==> src/rtl/axil_pkg.sv <==
// Shared definitions for the AXI4-Lite register responder.
//   - AXI-Lite response codes (OKAY / SLVERR).
//   - Write and read FSM state encodings.
//   - idx_in_range(): bank-bounds test for a decoded word index.
package axil_pkg;

    localparam logic [1:0] AXIL_RESP_OKAY   = 2'b00;
    localparam logic [1:0] AXIL_RESP_SLVERR = 2'b10;

    // Write FSM
    localparam logic [1:0] W_IDLE      = 2'd0;
    localparam logic [1:0] W_HAVE_ADDR = 2'd1;
    localparam logic [1:0] W_HAVE_DATA = 2'd2;
    localparam logic [1:0] W_RESP      = 2'd3;

    // Read FSM
    localparam logic [0:0] R_IDLE = 1'b0;
    localparam logic [0:0] R_RESP = 1'b1;

    function automatic logic idx_in_range(input int unsigned idx, input int unsigned depth);
        return idx < depth;
    endfunction

endpackage

==> src/rtl/axil_regfile.sv <==
// Word-organised register storage for axil_reg_responder.
//   clk, rst  : clock, asynchronous active-high clear of every word
//   we_i      : write enable; waddr_i selects the word
//   wdata_i   : write data; wbe_i gives one enable per byte
//   raddr_i   : combinational read address; rdata_o is the current word
// A write lands on the clock edge, so a read of the same word in the same cycle
// still sees the old contents.
module axil_regfile #(
    parameter int unsigned DATA_WIDTH = 32,
    parameter int unsigned DEPTH      = 16,
    localparam int unsigned AW        = (DEPTH > 1) ? $clog2(DEPTH) : 1,
    localparam int unsigned BW        = DATA_WIDTH / 8
) (
    input  logic                  clk,
    input  logic                  rst,
    input  logic                  we_i,
    input  logic [AW-1:0]         waddr_i,
    input  logic [DATA_WIDTH-1:0] wdata_i,
    input  logic [BW-1:0]         wbe_i,
    input  logic [AW-1:0]         raddr_i,
    output logic [DATA_WIDTH-1:0] rdata_o
);

    logic [DATA_WIDTH-1:0] mem_q [DEPTH];
    logic [DATA_WIDTH-1:0] mem_d [DEPTH];

    always_comb begin
        mem_d = mem_q;
        if (we_i) begin
            for (int b = 0; b < int'(BW); b++) begin
                if (wbe_i[b]) begin
                    mem_d[waddr_i][8*b +: 8] = wdata_i[8*b +: 8];
                end
            end
        end
    end

    always_ff @(posedge clk or posedge rst) begin
        if (rst) begin
            mem_q <= '{default: '0};
        end else begin
            mem_q <= mem_d;
        end
    end

    assign rdata_o = mem_q[raddr_i];

endmodule

==> src/rtl/axil_reg_responder.sv <==
// AXI4-Lite slave serving a DEPTH-word register bank.
//   clk, rst        : clock, asynchronous active-high reset
//   s_axil_aw*      : write address channel (byte address, word index = addr[ADDR_WIDTH-1:2])
//   s_axil_w*       : write data channel with byte strobes
//   s_axil_b*       : write response channel
//   s_axil_ar*      : read address channel
//   s_axil_r*       : read data/response channel
// Out-of-range words answer SLVERR; such writes are dropped and reads return 0.
// Build option: define AXIL_REG_WSTRB_EN to honour s_axil_wstrb per byte; when it is
// undefined every in-range write replaces the whole word.
module axil_reg_responder
    import axil_pkg::*;
#(
    parameter int unsigned DATA_WIDTH = 32,
    parameter int unsigned ADDR_WIDTH = 7,
    parameter int unsigned STRB_WIDTH = DATA_WIDTH / 8,
    parameter int unsigned DEPTH      = 16
) (
    input  logic                  clk,
    input  logic                  rst,
    input  logic [ADDR_WIDTH-1:0] s_axil_awaddr,
    input  logic                  s_axil_awvalid,
    output logic                  s_axil_awready,
    input  logic [DATA_WIDTH-1:0] s_axil_wdata,
    input  logic [STRB_WIDTH-1:0] s_axil_wstrb,
    input  logic                  s_axil_wvalid,
    output logic                  s_axil_wready,
    output logic [1:0]            s_axil_bresp,
    output logic                  s_axil_bvalid,
    input  logic                  s_axil_bready,
    input  logic [ADDR_WIDTH-1:0] s_axil_araddr,
    input  logic                  s_axil_arvalid,
    output logic                  s_axil_arready,
    output logic [DATA_WIDTH-1:0] s_axil_rdata,
    output logic [1:0]            s_axil_rresp,
    output logic                  s_axil_rvalid,
    input  logic                  s_axil_rready
);

    localparam int unsigned IDX_W = ADDR_WIDTH - 2;
    localparam int unsigned RF_AW = (DEPTH > 1) ? $clog2(DEPTH) : 1;

    // ---------------- write channel state ----------------
    logic [1:0]            w_state_q, w_state_d;
    logic [ADDR_WIDTH-1:0] aw_addr_q, aw_addr_d;
    logic [DATA_WIDTH-1:0] w_data_q,  w_data_d;
    logic [STRB_WIDTH-1:0] w_strb_q,  w_strb_d;
    logic [1:0]            bresp_q,   bresp_d;

    // ---------------- read channel state ----------------
    logic [0:0]            r_state_q, r_state_d;
    logic [DATA_WIDTH-1:0] rdata_q,   rdata_d;
    logic [1:0]            rresp_q,   rresp_d;

    logic aw_hs, w_hs, ar_hs;

    // Commit path: address/data either straight from the bus or from the latch
    logic                  commit;
    logic [ADDR_WIDTH-1:0] c_addr;
    logic [DATA_WIDTH-1:0] c_data;
    logic [STRB_WIDTH-1:0] c_strb;
    logic [IDX_W-1:0]      c_idx;
    logic                  c_in_range;

    logic [IDX_W-1:0]      ar_idx;
    logic                  ar_in_range;

    logic                  rf_we;
    logic [STRB_WIDTH-1:0] rf_be;
    logic [DATA_WIDTH-1:0] rf_rdata;

    assign s_axil_awready = (w_state_q == W_IDLE) || (w_state_q == W_HAVE_DATA);
    assign s_axil_wready  = (w_state_q == W_IDLE) || (w_state_q == W_HAVE_ADDR);
    assign s_axil_bvalid  = (w_state_q == W_RESP);
    assign s_axil_bresp   = bresp_q;

    assign s_axil_arready = (r_state_q == R_IDLE);
    assign s_axil_rvalid  = (r_state_q == R_RESP);
    assign s_axil_rdata   = rdata_q;
    assign s_axil_rresp   = rresp_q;

    assign aw_hs = s_axil_awvalid & s_axil_awready;
    assign w_hs  = s_axil_wvalid  & s_axil_wready;
    assign ar_hs = s_axil_arvalid & s_axil_arready;

    assign c_idx       = c_addr[ADDR_WIDTH-1:2];
    assign c_in_range  = idx_in_range(32'(c_idx), DEPTH);
    assign ar_idx      = s_axil_araddr[ADDR_WIDTH-1:2];
    assign ar_in_range = idx_in_range(32'(ar_idx), DEPTH);

    always_comb begin
        w_state_d = w_state_q;
        aw_addr_d = aw_addr_q;
        w_data_d  = w_data_q;
        w_strb_d  = w_strb_q;
        bresp_d   = bresp_q;
        commit    = 1'b0;
        c_addr    = s_axil_awaddr;
        c_data    = s_axil_wdata;
        c_strb    = s_axil_wstrb;

        case (w_state_q)
            W_IDLE: begin
                if (aw_hs && w_hs) begin
                    commit    = 1'b1;
                    w_state_d = W_RESP;
                end else if (aw_hs) begin
                    aw_addr_d = s_axil_awaddr;
                    w_state_d = W_HAVE_ADDR;
                end else if (w_hs) begin
                    w_data_d  = s_axil_wdata;
                    w_strb_d  = s_axil_wstrb;
                    w_state_d = W_HAVE_DATA;
                end
            end
            W_HAVE_ADDR: begin
                c_addr = aw_addr_q;
                if (w_hs) begin
                    commit    = 1'b1;
                    w_state_d = W_RESP;
                end
            end
            W_HAVE_DATA: begin
                c_data = w_data_q;
                c_strb = w_strb_q;
                if (aw_hs) begin
                    commit    = 1'b1;
                    w_state_d = W_RESP;
                end
            end
            W_RESP: begin
                if (s_axil_bready) begin
                    w_state_d = W_IDLE;
                end
            end
            default: w_state_d = W_IDLE;
        endcase

        if (commit) begin
            bresp_d = c_in_range ? AXIL_RESP_OKAY : AXIL_RESP_SLVERR;
        end
    end

    assign rf_we = commit & c_in_range;

`ifdef AXIL_REG_WSTRB_EN
    assign rf_be = c_strb;
`else
    // Strobes are accepted on the bus but every in-range write covers the full word.
    assign rf_be = '1;
    logic unused_strb;
    assign unused_strb = ^c_strb;
`endif

    // Byte offset bits never take part in decode.
    logic unused_addr_lsbs;
    assign unused_addr_lsbs = ^{c_addr[1:0], s_axil_araddr[1:0]};

    always_comb begin
        r_state_d = r_state_q;
        rdata_d   = rdata_q;
        rresp_d   = rresp_q;
        case (r_state_q)
            R_IDLE: begin
                if (ar_hs) begin
                    rdata_d   = ar_in_range ? rf_rdata : '0;
                    rresp_d   = ar_in_range ? AXIL_RESP_OKAY : AXIL_RESP_SLVERR;
                    r_state_d = R_RESP;
                end
            end
            R_RESP: begin
                if (s_axil_rready) begin
                    r_state_d = R_IDLE;
                end
            end
            default: r_state_d = R_IDLE;
        endcase
    end

    always_ff @(posedge clk or posedge rst) begin
        if (rst) begin
            w_state_q <= W_IDLE;
            aw_addr_q <= '0;
            w_data_q  <= '0;
            w_strb_q  <= '0;
            bresp_q   <= AXIL_RESP_OKAY;
            r_state_q <= R_IDLE;
            rdata_q   <= '0;
            rresp_q   <= AXIL_RESP_OKAY;
        end else begin
            w_state_q <= w_state_d;
            aw_addr_q <= aw_addr_d;
            w_data_q  <= w_data_d;
            w_strb_q  <= w_strb_d;
            bresp_q   <= bresp_d;
            r_state_q <= r_state_d;
            rdata_q   <= rdata_d;
            rresp_q   <= rresp_d;
        end
    end

    axil_regfile #(
        .DATA_WIDTH (DATA_WIDTH),
        .DEPTH      (DEPTH)
    ) u_regfile (
        .clk     (clk),
        .rst     (rst),
        .we_i    (rf_we),
        .waddr_i (c_idx[RF_AW-1:0]),
        .wdata_i (c_data),
        .wbe_i   (rf_be),
        .raddr_i (ar_idx[RF_AW-1:0]),
        .rdata_o (rf_rdata)
    );

endmodule

==> config.mk <==
export PLATFORM = sky130hd
export DESIGN_NAME = axil_reg_responder
export DESIGN_NICKNAME = d
export VERILOG_FILES = /design/src/rtl/axil_pkg.sv /design/src/rtl/axil_regfile.sv /design/src/rtl/axil_reg_responder.sv
export SDC_FILE = /design/constraint.sdc
export NUM_CORES = 1
export LEC_CHECK = 0
export BUFFER_PORTS_ARGS = -buffer_cell sky130_fd_sc_hd__buf_2
export CORE_MARGIN = 2
export CORE_UTILIZATION = 39
export DETAILED_ROUTE_END_ITERATION = 12
export PLACE_DENSITY = 0.53
export SLEW_MARGIN = 20
export SYNTH_ARGS = -nofsm -noshare
export SYNTH_HDL_FRONTEND = slang
export SYNTH_SLANG_ARGS = --single-unit
export TNS_END_PERCENT = 20
==> constraint.sdc <==
create_clock -name clk -period 20.4 [get_ports clk]
set_input_delay 4.08 -clock clk [delete_from_list [all_inputs] [get_ports clk]]
set_output_delay 4.08 -clock clk [all_outputs]
set_load 0.005 [all_outputs]
# Word level (Yosys, flattened, before mapping)

Index checks and enable logic that the tools add are counted.

Logic and storage cells: 90
Input bits: 57
Output and inout bits: 41
Register bits: 590

Order comparisons: 5
Eq/ne operators: 7
Reduce and logical (&&, ||, !) cells: 9
Muxes and demuxes: 37
Bitwise gates (word level): 9

Operator list:

| cell                                                     | number |
|---|---|
| bitwise mux 512 bit                                      | 4 |
| two-way mux 512 bit                                      | 3 |
| demux 32 bit (select 4 bit)                              | 4 |
| two-way mux 32 bit                                       | 5 |
| binary-select mux 32 bit (select 4 bit)                  | 1 |
| two-way mux 24 bit                                       | 1 |
| two-way mux 16 bit                                       | 1 |
| two-way mux 2 bit                                        | 8 |
| greater-or-equal comparator 5 bit, second input constant | 2 |
| < comparator 5 bit, second input constant                | 2 |
| NOT 4 -> 5 bit                                           | 2 |
| two-way mux 8 bit                                        | 1 |
| one-hot mux 2 bit (4 select lines)                       | 1 |
| AND reduction 4 bit                                      | 2 |
| two-way mux 7 bit                                        | 1 |
| < comparator 5 x 1 -> 1 bit, second input constant       | 1 |
| two-way mux 1 bit                                        | 5 |
| AND 1 bit                                                | 4 |
| == test 2 bit, second input constant                     | 2 |
| != test 2 bit, second input constant                     | 2 |
| != test 4 x 3 -> 1 bit, second input constant            | 1 |
| NOT 1 bit                                                | 3 |
| one-hot mux 1 bit (3 select lines)                       | 1 |
| AND reduction 3 bit                                      | 1 |
| other kinds (7)                                          | 9 |

# Depth between registers and ports, before layout

Gate-level depths: netlist (run 1).

Depth after elaboration: 14
Mapped depth: 9
Depth with buffers taken out: 6

# By module

Synthesis (run 1) repeated with hierarchy kept, for this count alone.

Cells, all modules: 1733
Area total of the unflattened synthesis: 27062.2 µm²

By module, submodules not included:

| module             | area an instance (µm²) | seq. area each (µm²) | cells each | instances |
|---|---|---|---|---|
| axil_regfile       | 23562.6                | 12812.3              | 1436       | 1 |
| axil_reg_responder | 3499.6                 | 1851.8               | 297        | 1 |

# Worst setup path after synthesis (run 1)

OpenSTA, ideal clock, no wires.

Path type: input to register
Start point: input port s_axil_araddr[3]
End point: register rdata_q[11], in the netlist s_axil_rdata[11]
Required time: 20267 ps
Library setup time: 133 ps
Arrival time: 5585 ps
Buffers on the path: 3
Cell stages on the path: 6
Setup slack: 14682 ps
Path through: clkbuf_1 > buf_2 > buf_2 > mux4_2 > mux2i_1 > o21ai_0

Longest elaborated chain between the ends: 5
Elaborated cells between the ends (all ways): 6
Those cells by class: 1 x order compare; 4 x mux; 1 x bitwise

RTL lines:

| item                                                  | RTL line                  | RTL |
|---|---|---|
| from (decl)                                           | axil_reg_responder.sv:31  | `input logic [ADDR_WIDTH-1:0] s_axil_araddr,` |
| NOT 4 -> 5 bit (implied by the code)                  | axil_regfile.sv:46        | `assign rdata_o = mem_q[raddr_i];` |
| binary-select mux 32 bit (select 4 bit)               | axil_regfile.sv:46        |  |
| two-way mux 32 bit (implied by the code) (2 in a row) | axil_regfile.sv:46        |  |
| two-way mux 32 bit *                                  | axil_reg_responder.sv:166 | `rdata_d = ar_in_range ? rf_rdata : '0;` |
| to (signal assigned)                                  | axil_reg_responder.sv:197 | `rdata_q <= rdata_d;` |
| to (decl)                                             | axil_reg_responder.sv:52  | `logic [DATA_WIDTH-1:0] rdata_q, rdata_d;` |

Mark *: on every way between the ends. The rest lies on a longest branch, timed or not. The select of a mux whose other input is x is not followed.
A chain may end at the register's enable or synchronous reset.

==> flow_metrics.py, run 1 <==
metrics = {
    "run_status": {
        "outcome": "finished clean",
    },
    "yosys": {
        "synth_edf_count": 0,
        "yosysWarnings": 0,
        "ys_types": 35,
        "synth_area_um2": 26400,
        "yosys.area.top_type": "dfrtp_1",
        "synthFlopType": "dfrtp_1",
        "synth.yosys.seq_area_share": 0.556,
        "synthCells": 1738,
        "yosysTopAreaCellShare": 0.556,
        "synth_area_per_cell_um2": 15.2,
        "ys_top_cells_by_area": "dfrtp_1 (56%), mux2_2 (25%), mux4_2 (6.2%)",
        "synth-async-reset-ratio": 1.00,
        "synth_seq_cells": 586,
    },
    "die": {
        "chipHeight_um": 264,
        "start_util": 0.394,
        "die_w_um": 264,
        "ioPinCount": 98,
        "dieArea_um2": 69800,
        "core-area_um2": 67000,
        "rows": 95,
    },
    "detailed_routing": {
        "first_pass_iters": 5,
        "antenna_left": 0,
        "viasPerCell": 5.53,
        "vias": 14900,
        "drt_iter0_markers": 785,
        "drc_errors": 0,
        "wl_per_cell_um": 24.3,
        "routed_wl_um": 65500,
    },
    "timing": {
        "rsz0062_at_grt": "no",
        "fin_crit_ns": 6.44,
        "max_clock_freq_mhz": 155,
        "setup_tns_ns": 0,
        "finClkSkew_ns": 0.0259,
        "timing.slew.headroom": 0.288,
        "hold_violations": 0,
        "fin_crit_sh": 0.316,
        "maxSlewViolCount": 0,
        "worstMarginPinSlew_ns": 1.07,
        "setup_viol": 0,
    },
    "clock_network": {
        "post_cts_buffers": 0,
        "cts.path.max_buffers": 3,
        "cts-root-buf": "clkbuf_16",
        "htreeDepth": 3,
        "cts.sinks": 586,
        "clk_pin_slew_worst_paths_ns": 0.06,
        "clk_latency_ns": 0.60,
        "cts_made_buffers": 68,
        "cts_tree": "built",
        "hold_buffers": 0,
        "cts_resized": 0,
    },
    "setup_path": {
        "r2r_cells": 8,
        "start_kind": "input pin",
        "cp.required_ns": 21.03,
        "cp-end-kind": "asynchronous set/reset pin",
        "critPathKind": "in -> async",
        "crit_fanout": 69,
        "critPathArrivalTime_ns": 7.07,
    },
    "grt": {
        "grt_util_all_layers": 0.191,
        "grt_overflow_total": 0,
        "grt_pass1_wl_um": 101000,
        "grt_start_max_net_pins": 82,
        "grt_pass1_vias": 16100,
        "antenna_found_initial": 1,
    },
    "power_and_ir_drop": {
        "powerDensity_nw_per_um2": 132,
        "comb_power_share": 0.251,
        "ir_drop_v": 0.0000522,
        "p_total_mw": 3.92,
        "clkPwrFrac": 0.291,
        "power_frac_seq": 0.458,
        "p_leak_nw": 14.3,
        "p_sw_mw": 1.11,
        "p_sw_frac": 0.284,
        "internal-power_mw": 2.81,
    },
    "worst_hold_path": {
        "hp-class": "reg -> reg",
        "hold_depth": 1,
    },
    "final_layout": {
        "antenna_cells": 0,
        "layout.nets": 1844,
        "drive_gt1_frac": 0.494,
        "final.fill_count": 6029,
        "layout_commonest_cell": "mux2_2",
        "final_cell_mix": "mux2_2 (589), dfrtp_1 (586), mux2i_1 (137), buf_2 (84), mux4_2 (73)",
        "area_growth_pct": 12.4,
    },
    "run": {
        "cap_violations": 0,
    },
    "placed_design": {
        "numPortBuffers": 87,
        "gp_congestion": 0.706,
        "dpl.hpwl_um": 34500,
    },
}
## per-layer routing
| layer | share of wire | vias up | global-route usage | routed length (um) |
|---|---|---|---|---|
| li1 | - | 6555 | - | - |
| met1 | 0.46 | 8059 | 0.261 | 29900 |
| met2 | 0.49 | 222 | 0.316 | 32300 |
| met3 | 0.033 | 78 | 0.0295 | 2150 |
| met4 | 0.019 | 0 | 0.0525 | 1240 |
| met5 | 0 | - | 0 | 0 |
## worst max-delay path, stage by stage
cell	delay (ns)
buf_2	0.11
clkinvlp_4	0.47
buf_4	0.78
buf_4	0.82
buf_4	0.74
## power by group through the flow
stage,clock network (mW),logic [mW],registers (mW)
finish,1.14,0.985,1.80
global route,1.23,1.09,1.85
CTS,1.18,1.01,1.79
detailed placement,0,1.00,1.81
global placement,0,0.967,1.79
floorplan,0,0.799,1.76
## flip-flops by register name, summed over array words and instances, names as in the netlist
signal	cells
u_regfile.mem_q	512
s_axil_rdata	32
w_data_q	32
aw_addr_q	5
w_state_q	2
s_axil_bresp	1
s_axil_rresp	1
s_axil_rvalid	1
## cell families after synthesis
| family | after synthesis | synth area share |
|---|---|---|
| muxes | 803 | 0.367 |
| DFF | 586 | 0.556 |
| buffers and inverters | 157 | 0.0270 |
| AOI/OAI and AO/OA | 133 | 0.0365 |
| and+or+nand+nor | 54 | 0.0114 |
| adders and majority gates | 4 | 0.00190 |
| other | 1 | 0.000142 |
## layout make-up
type,instances,area [um2],share of cell area
sequential,586,14700,0.494
inverter,6,26.3,0.000886
clock inverter,14,120,0.00405
tap,873,1090,0.0368
timing repair buffer,125,749,0.0253
multi-input combinational,996,11100,0.373
clock buffer,97,1930,0.0651
## cells in the mapped netlist, types with 10 or more instances
cell,instances
a22oi_1,58
nand2_1,12
clkbuf_1,60
dfrtp_1,586
buf_1,11
mux2_2,589
mux2i_1,137
mux4_2,73
buf_2,69
o21ai_0,35
a221oi_1,10
a32oi_1,22
## path summary, 6_finish.rpt
| path | start | slack, ns | to |
|---|---|---|---|
| min reg2reg | u_regfile.mem_q[403] | 0.48 | u_regfile.mem_q[403] |
| max | rst | 13.96 | s_axil_rdata[12] |
| max reg2reg | w_state_q[0] | 16.33 | u_regfile.mem_q[161] |
| min | u_regfile.mem_q[403] | 0.48 | u_regfile.mem_q[403] |
| max in group clk | s_axil_araddr[3] | 14.02 | s_axil_rdata[6] |
| min in group asynchronous | rst | 3.59 | u_regfile.mem_q[5] |
## stage by stage
stage	setup WS [ns]	cell area [um2]	cells	hold slack (ns)	utilization
floorplan	8.33	26400	1739	0.453	-
global placement	13.28	27600	2586	0.465	0.412
detailed placement	13.17	27600	2586	0.473	0.412
CTS	13.81	29600	2697	0.486	0.442
global route	13.45	29700	2697	0.496	0.442
finish	13.96	29700	2697	0.483	0.442
No activity file was read; power rests on OpenSTA's default activity.
==> run 2: changes to the inputs <==
- ABC_AREA: unset -> 1
- PLACE_DENSITY: 0.53 -> 0.51
- clock period: 20.4 -> 6.44 ns (I/O delays scaled with it)
==> run 2 against run 1 <==
Wire length up 51%. First-iteration DRC count rose to 3.0 times the previous value. Via count is 70% higher. Utilization down 0.052 points. Synthesized area rose by 11%. Critical endpoint is now s_axil_awready.
==> flow_metrics.py, run 2 <==
metrics = {
    "timing": {
        "worstMarginPinSlew_ns": 1.13,
        "max_clock_freq_mhz": 285,
        "setup_viol": 0,
        "fin_crit_sh": 0.544,
        "whs_ns": 0.465,
        "rsz0062_at_grt": "no",
        "timing.slew.headroom": 0.244,
        "layout_setup_ws_ns": 2.94,
        "fin_crit_ns": 3.50,
        "hold_violations": 0,
        "maxSlewViolCount": 0,
        "finClkSkew_ns": 0.0273,
    },
    "clock_network": {
        "clk_latency_ns": 0.62,
        "clk_pin_slew_worst_paths_ns": 0.06,
        "post_cts_buffers": 0,
        "htreeDepth": 3,
        "hold_buffers": 0,
        "cts-root-buf": "clkbuf_16",
        "cts_resized": 0,
        "cts.path.max_buffers": 3,
        "cts_tree": "built",
        "cts.sinks": 586,
        "cts_made_buffers": 71,
    },
    "power_and_ir_drop": {
        "powerDensity_nw_per_um2": 409,
        "power_frac_seq": 0.419,
        "ir_drop_v": 0.000353,
        "p_leak_nw": 18.5,
        "p_sw_mw": 4.88,
        "p_sw_frac": 0.363,
        "comb_power_share": 0.281,
        "internal-power_mw": 8.54,
        "p_total_mw": 13.4,
        "clkPwrFrac": 0.300,
    },
    "worst_hold_path": {
        "min_from": "u_regfile.mem_q[101]",
        "hp-class": "reg -> reg",
        "hold_depth": 2,
    },
    "yosys": {
        "ys_top_cells_by_area": "dfrtp_1 (50%), nand2_1 (31%), nand3_1 (7.3%)",
        "synth_area_per_cell_um2": 6.93,
        "synth_seq_cells": 586,
        "synth-xor-area-share": 0,
        "synthCells": 4223,
        "yosysWarnings": 0,
        "synth.yosys.seq_area_share": 0.501,
        "synthFlopType": "dfrtp_1",
        "synthSimpleGateAreaFrac": 0.386,
        "yosysTopAreaCellShare": 0.501,
        "synth_fa_ha_area_frac": 0.00171,
        "synth_edf_count": 0,
        "yosys.area.top_type": "dfrtp_1",
        "yosysMostFrequentCell": "nand2_1",
        "synth_common_cells": "nand2_1 (2379), dfrtp_1 (586), inv_1 (444), nand3_1 (424), clkbuf_1 (139)",
        "ys_types": 22,
        "synth_top_family_by_area": "simple AND/OR/NAND/NOR gates",
        "synthMuxAreaShare": 0,
        "synth_area_um2": 29300,
        "synth-async-reset-ratio": 1.00,
        "synth_compound_area_frac": 0.0150,
    },
    "setup_path": {
        "critPathKind": "reg -> out",
        "start_kind": "flip-flop",
        "crit_fanout": 65,
        "cp-end-kind": "output port",
        "cpPeakStageDelay_ns": 0.59,
        "critical_path.startpoint": "w_state_q[0]",
        "path_depth": 6,
        "r2r_cells": 10,
        "cp.required_ns": 5.15,
        "cp_common_cell": "inv_1",
        "regToRegStartpoint": "w_state_q[1]",
        "critPathArrivalTime_ns": 2.22,
        "crit_chain": "inv_1 -> ha_2 -> buf_4 -> inv_1 -> nand2_1 -> buf_2",
        "cpLargestDelayFamily": "buffers and inverters",
        "slowest_stage": "buf_4",
        "path_buf_inv": 4,
    },
    "final_layout": {
        "multi_input_area_um2": 11900,
        "final_cell_mix": "nand2_1 (2361), dfrtp_1 (586), inv_1 (440), nand3_1 (424), buf_2 (84)",
        "largest_register_ffs": 512,
        "layout.nets": 4251,
        "seq_area_um2": 14700,
        "layout_commonest_cell": "nand2_1",
        "drive_gt1_frac": 0.0778,
        "final.fill_count": 7864,
        "area_growth_pct": 12.2,
        "final_cell_area_um2": 32800,
        "largest-register": "u_regfile.mem_q",
        "antenna_cells": 0,
        "final_cells": 5211,
    },
    "placed_design": {
        "place_inst": 5086,
        "dp_slack_ns": 2.50,
        "numPortBuffers": 87,
        "dpl-instance-area_um2": 30500,
        "dpl.hpwl_um": 52900,
        "gp_congestion": 0.769,
    },
    "detailed_routing": {
        "wl_per_cell_um": 18.9,
        "viasPerCell": 4.87,
        "antenna_left": 0,
        "drc_errors": 0,
        "drt_iter0_markers": 2378,
        "first_pass_iters": 5,
        "routed_wl_um": 98600,
        "vias": 25400,
    },
    "die": {
        "ioPinCount": 98,
        "die_w_um": 278,
        "start_util": 0.394,
        "dieArea_um2": 77200,
        "chipHeight_um": 278,
        "rows": 100,
        "core-area_um2": 74300,
    },
    "grt": {
        "grt_pass1_wl_um": 150000,
        "grt_overflow_total": 0,
        "antenna_found_initial": 1,
        "grt_start_max_net_pins": 159,
        "grt_util_all_layers": 0.258,
        "grt_pass1_vias": 23900,
    },
    "run_status": {
        "outcome": "finished clean",
    },
    "run": {
        "cap_violations": 0,
    },
}
## run 2: cell count changes in the layout (fill, tap and decap cells not counted), sizes merged, moves of 10 or more
cell	change
a32oi	-22
nand3	+415
nand2	+2367
mux2i	-137
a22oi	-58
inv	+443
mux4	-73
clkbuf	+16
a221oi	-10
o21ai	+43
nor2	+27
buf	+27
mux2	-593
## run 2: layout make-up
type                    count  share of cell area
clock buffers             114              0.0668
clock inverters            11             0.00366
inverters                 455              0.0524
multi-input cells        2925               0.363
flip-flops and latches    586               0.446
well taps                 969              0.0369
repair buffers            151              0.0306
## run 2: worst paths after layout
check	to	slack (ns)
max in group asynchronous	w_data_q[3]	4.19
worst min-delay path	u_regfile.mem_q[101]	0.46
worst max register to register	u_regfile.mem_q[309]	2.98
worst max-delay path	s_axil_awready	2.94
worst min register to register	u_regfile.mem_q[101]	0.46
min in group asynchronous	u_regfile.mem_q[405]	0.83
## run 2: cell families (layout without fill, tap and decap cells)
logic type | after synthesis | in the layout
AOI/OAI and AO/OA | 84 | 84
adders and majority gates | 4 | 4
buffers and inverters | 713 | 731
DFF | 586 | 586
other | 1 | 2
and+or+nand+nor | 2835 | 2835
## run 2: power by group through the flow
stage	Clock [mW]	Sequential (mW)	Combinational, mW
4_1_cts	4.11	5.61	3.79
3_3_place_gp	0	5.64	3.74
5_1_grt	4.27	5.78	4.36
3_5_place_dp	0	5.66	3.79
6_report	4.03	5.62	3.77
2_1_floorplan	0	5.54	2.71
## run 2: through the flow
| step | utilization | TNS [ns] |
|---|---|---|
| after floorplan | - | -1661.55 |
| after global placement | 0.411 | 0 |
| after detailed placement | 0.411 | 0 |
| after CTS | 0.442 | 0 |
| after global routing | 0.442 | 0 |
| final | 0.442 | 0 |
## run 2: worst min-delay path, cell delays in order, from the launching register on
cell and delay (ns):
dfrtp_1 0.34, nand2_1 0.05, nand2_1 0.04
## run 2: metal layers
metal | wire length [um] | up-vias | GRT usage
li1 | - | 12500 | -
met3 | 6080 | 138 | 0.0389
met4 | 2270 | 0 | 0.0725
met1 | 45900 | 12000 | 0.369
met5 | 0 | - | 0
met2 | 44300 | 668 | 0.406
==> run 3: changes to the inputs <==
- ABC_AREA: 1 -> 0
- clock period: 6.44 -> 3.5 ns (I/O delays scaled with it)
==> run 3 against run 2 <==
Sequential power increased by 87%. Critical path depth increased by 1. Global-route usage decreased by 6.4 points. Non-clock buffer count decreased by 15. Via count decreased by 42%. Clock power increased by 71%. Total power increased by 73%. Critical endpoint is now u_regfile.mem_q[462].
==> flow_metrics.py, run 3 (synthesis results as in run 1) <==
metrics = {
    "clock_network": {
        "cts_resized": 0,
        "htreeDepth": 3,
        "cts_tree": "built",
        "cts.sinks": 586,
        "cts_made_buffers": 68,
        "hold_buffers": 0,
        "post_cts_buffers": 0,
        "cts.path.max_buffers": 3,
        "clk_latency_ns": 0.59,
        "clk_pin_slew_worst_paths_ns": 0.06,
        "cts-root-buf": "clkbuf_16",
    },
    "timing": {
        "fin_crit_sh": 0.834,
        "setup_viol": 0,
        "whs_ns": 0.290,
        "worstMarginPinSlew_ns": 1.03,
        "rsz0062_at_grt": "no",
        "maxSlewViolCount": 0,
        "finClkSkew_ns": 0.0173,
        "timing.slew.headroom": 0.316,
        "fin_crit_ns": 2.92,
        "max_clock_freq_mhz": 343,
        "setup_tns_ns": 0,
        "hold_violations": 0,
    },
    "detailed_routing": {
        "wl_per_cell_um": 24.3,
        "drc_errors": 0,
        "viasPerCell": 5.46,
        "antenna_left": 0,
        "vias": 14800,
        "drt_iter0_markers": 839,
        "routed_wl_um": 66000,
        "first_pass_iters": 5,
    },
    "setup_path": {
        "critPathArrivalTime_ns": 3.39,
        "cp.required_ns": 3.97,
        "path_buf_inv": 2,
        "crit_fanout": 32,
        "cp_common_cell": "mux2_2",
        "cpPeakStageDelay_ns": 0.60,
        "cpLargestDelayFamily": "multiplexers",
        "crit_chain": "inv_1 -> ha_1 -> mux2_2 -> a21oi_1 -> and3_2 -> buf_12 -> mux2_2",
        "slowest_stage": "ha_1",
        "start_kind": "flip-flop",
        "critPathKind": "reg -> reg",
        "cp-end-kind": "flip-flop",
    },
    "grt": {
        "grt_pass1_wl_um": 102000,
        "grt_util_all_layers": 0.194,
        "grt_start_max_net_pins": 116,
        "antenna_found_initial": 1,
        "grt_pass1_vias": 16200,
        "grt_overflow_total": 0,
    },
    "placed_design": {
        "gp_congestion": 0.703,
        "dpl.hpwl_um": 36300,
        "numPortBuffers": 87,
        "place_inst": 2597,
    },
    "die": {
        "start_util": 0.394,
        "chipHeight_um": 264,
        "dieArea_um2": 69800,
        "core-area_um2": 67000,
        "ioPinCount": 98,
        "die_w_um": 264,
        "rows": 95,
    },
    "power_and_ir_drop": {
        "powerDensity_nw_per_um2": 770,
        "p_leak_nw": 14.5,
        "ir_drop_v": 0.000388,
    },
    "final_layout": {
        "drive_gt1_frac": 0.497,
        "layout.nets": 1855,
        "layout_commonest_cell": "mux2_2",
        "final_cell_mix": "mux2_2 (589), dfrtp_1 (586), mux2i_1 (137), buf_2 (84), mux4_2 (73)",
        "largest-register": "u_regfile.mem_q",
        "final_cells": 2718,
        "fin_util": 0.448,
        "largest_register_ffs": 512,
        "area_growth_pct": 13.9,
    },
    "worst_hold_path": {
        "hp-class": "in -> async",
    },
    "run_status": {
        "outcome": "finished clean",
    },
    "run": {
        "cap_violations": 0,
    },
}
## run 3: cell type report
type | instances | area, um2
Clock buffer | 110 | 2090
Sequential cell | 586 | 14700
Clock inverter | 10 | 81.3
Inverter | 6 | 26.3
Antenna cell | 1 | 2.50
Fill cell | 6038 | 37000
Timing Repair Buffer | 136 | 1030
Multi-Input combinational cell | 996 | 11100
Tap cell | 873 | 1090
## run 3: final timing paths
path	startpoint	endpoint	slack, ns	cells after the start
hold / removal	rst	u_regfile.mem_q[166]	0.29	3
min in group clk	s_axil_rready	s_axil_rvalid	0.31	2
hold reg to reg	u_regfile.mem_q[384]	u_regfile.mem_q[384]	0.49	1
setup / recovery	w_state_q[1]	u_regfile.mem_q[462]	0.58	7
max in group asynchronous	rst	w_data_q[14]	2.31	4
setup reg to reg	w_state_q[1]	u_regfile.mem_q[462]	0.58	7
## run 3: metrics by stage
| step | cell area (um2) | setup WS [ns] | total power [mW] |
|---|---|---|---|
| final | 30100 | 0.581 | 23.2 |
| after global routing | 30100 | 0.373 | 24.6 |
| after CTS | 30100 | 0.524 | 23.5 |
| after detailed placement | 27900 | 0.598 | 16.5 |
| after global placement | 27900 | 0.627 | 16.1 |
| after floorplan | 26400 | -5.19 | 14.9 |
## run 3: metal layers
metal,vias to the layer above,track usage,share of wire
li1,6588,-,-
met1,7972,0.276,0.48
met2,190,0.316,0.48
met3,78,0.0263,0.029
met4,0,0.0475,0.015
met5,-,0,0
## run 3: worst reg2reg max path: stages, from the launching register on
cell,delay [ns]
dfrtp_1,0.40
inv_1,0.11
ha_1,0.60
mux2_2,0.47
a21oi_1,0.28
and3_2,0.27
buf_12,0.27
mux2_2,0.40
## run 3: power by group
group / switching [mW] / total [mW] / internal, mW
Sequential: 1.19 / 10.5 / 9.28
Combinational: 2.58 / 5.80 / 3.21
Clock: 2.75 / 6.89 / 4.15
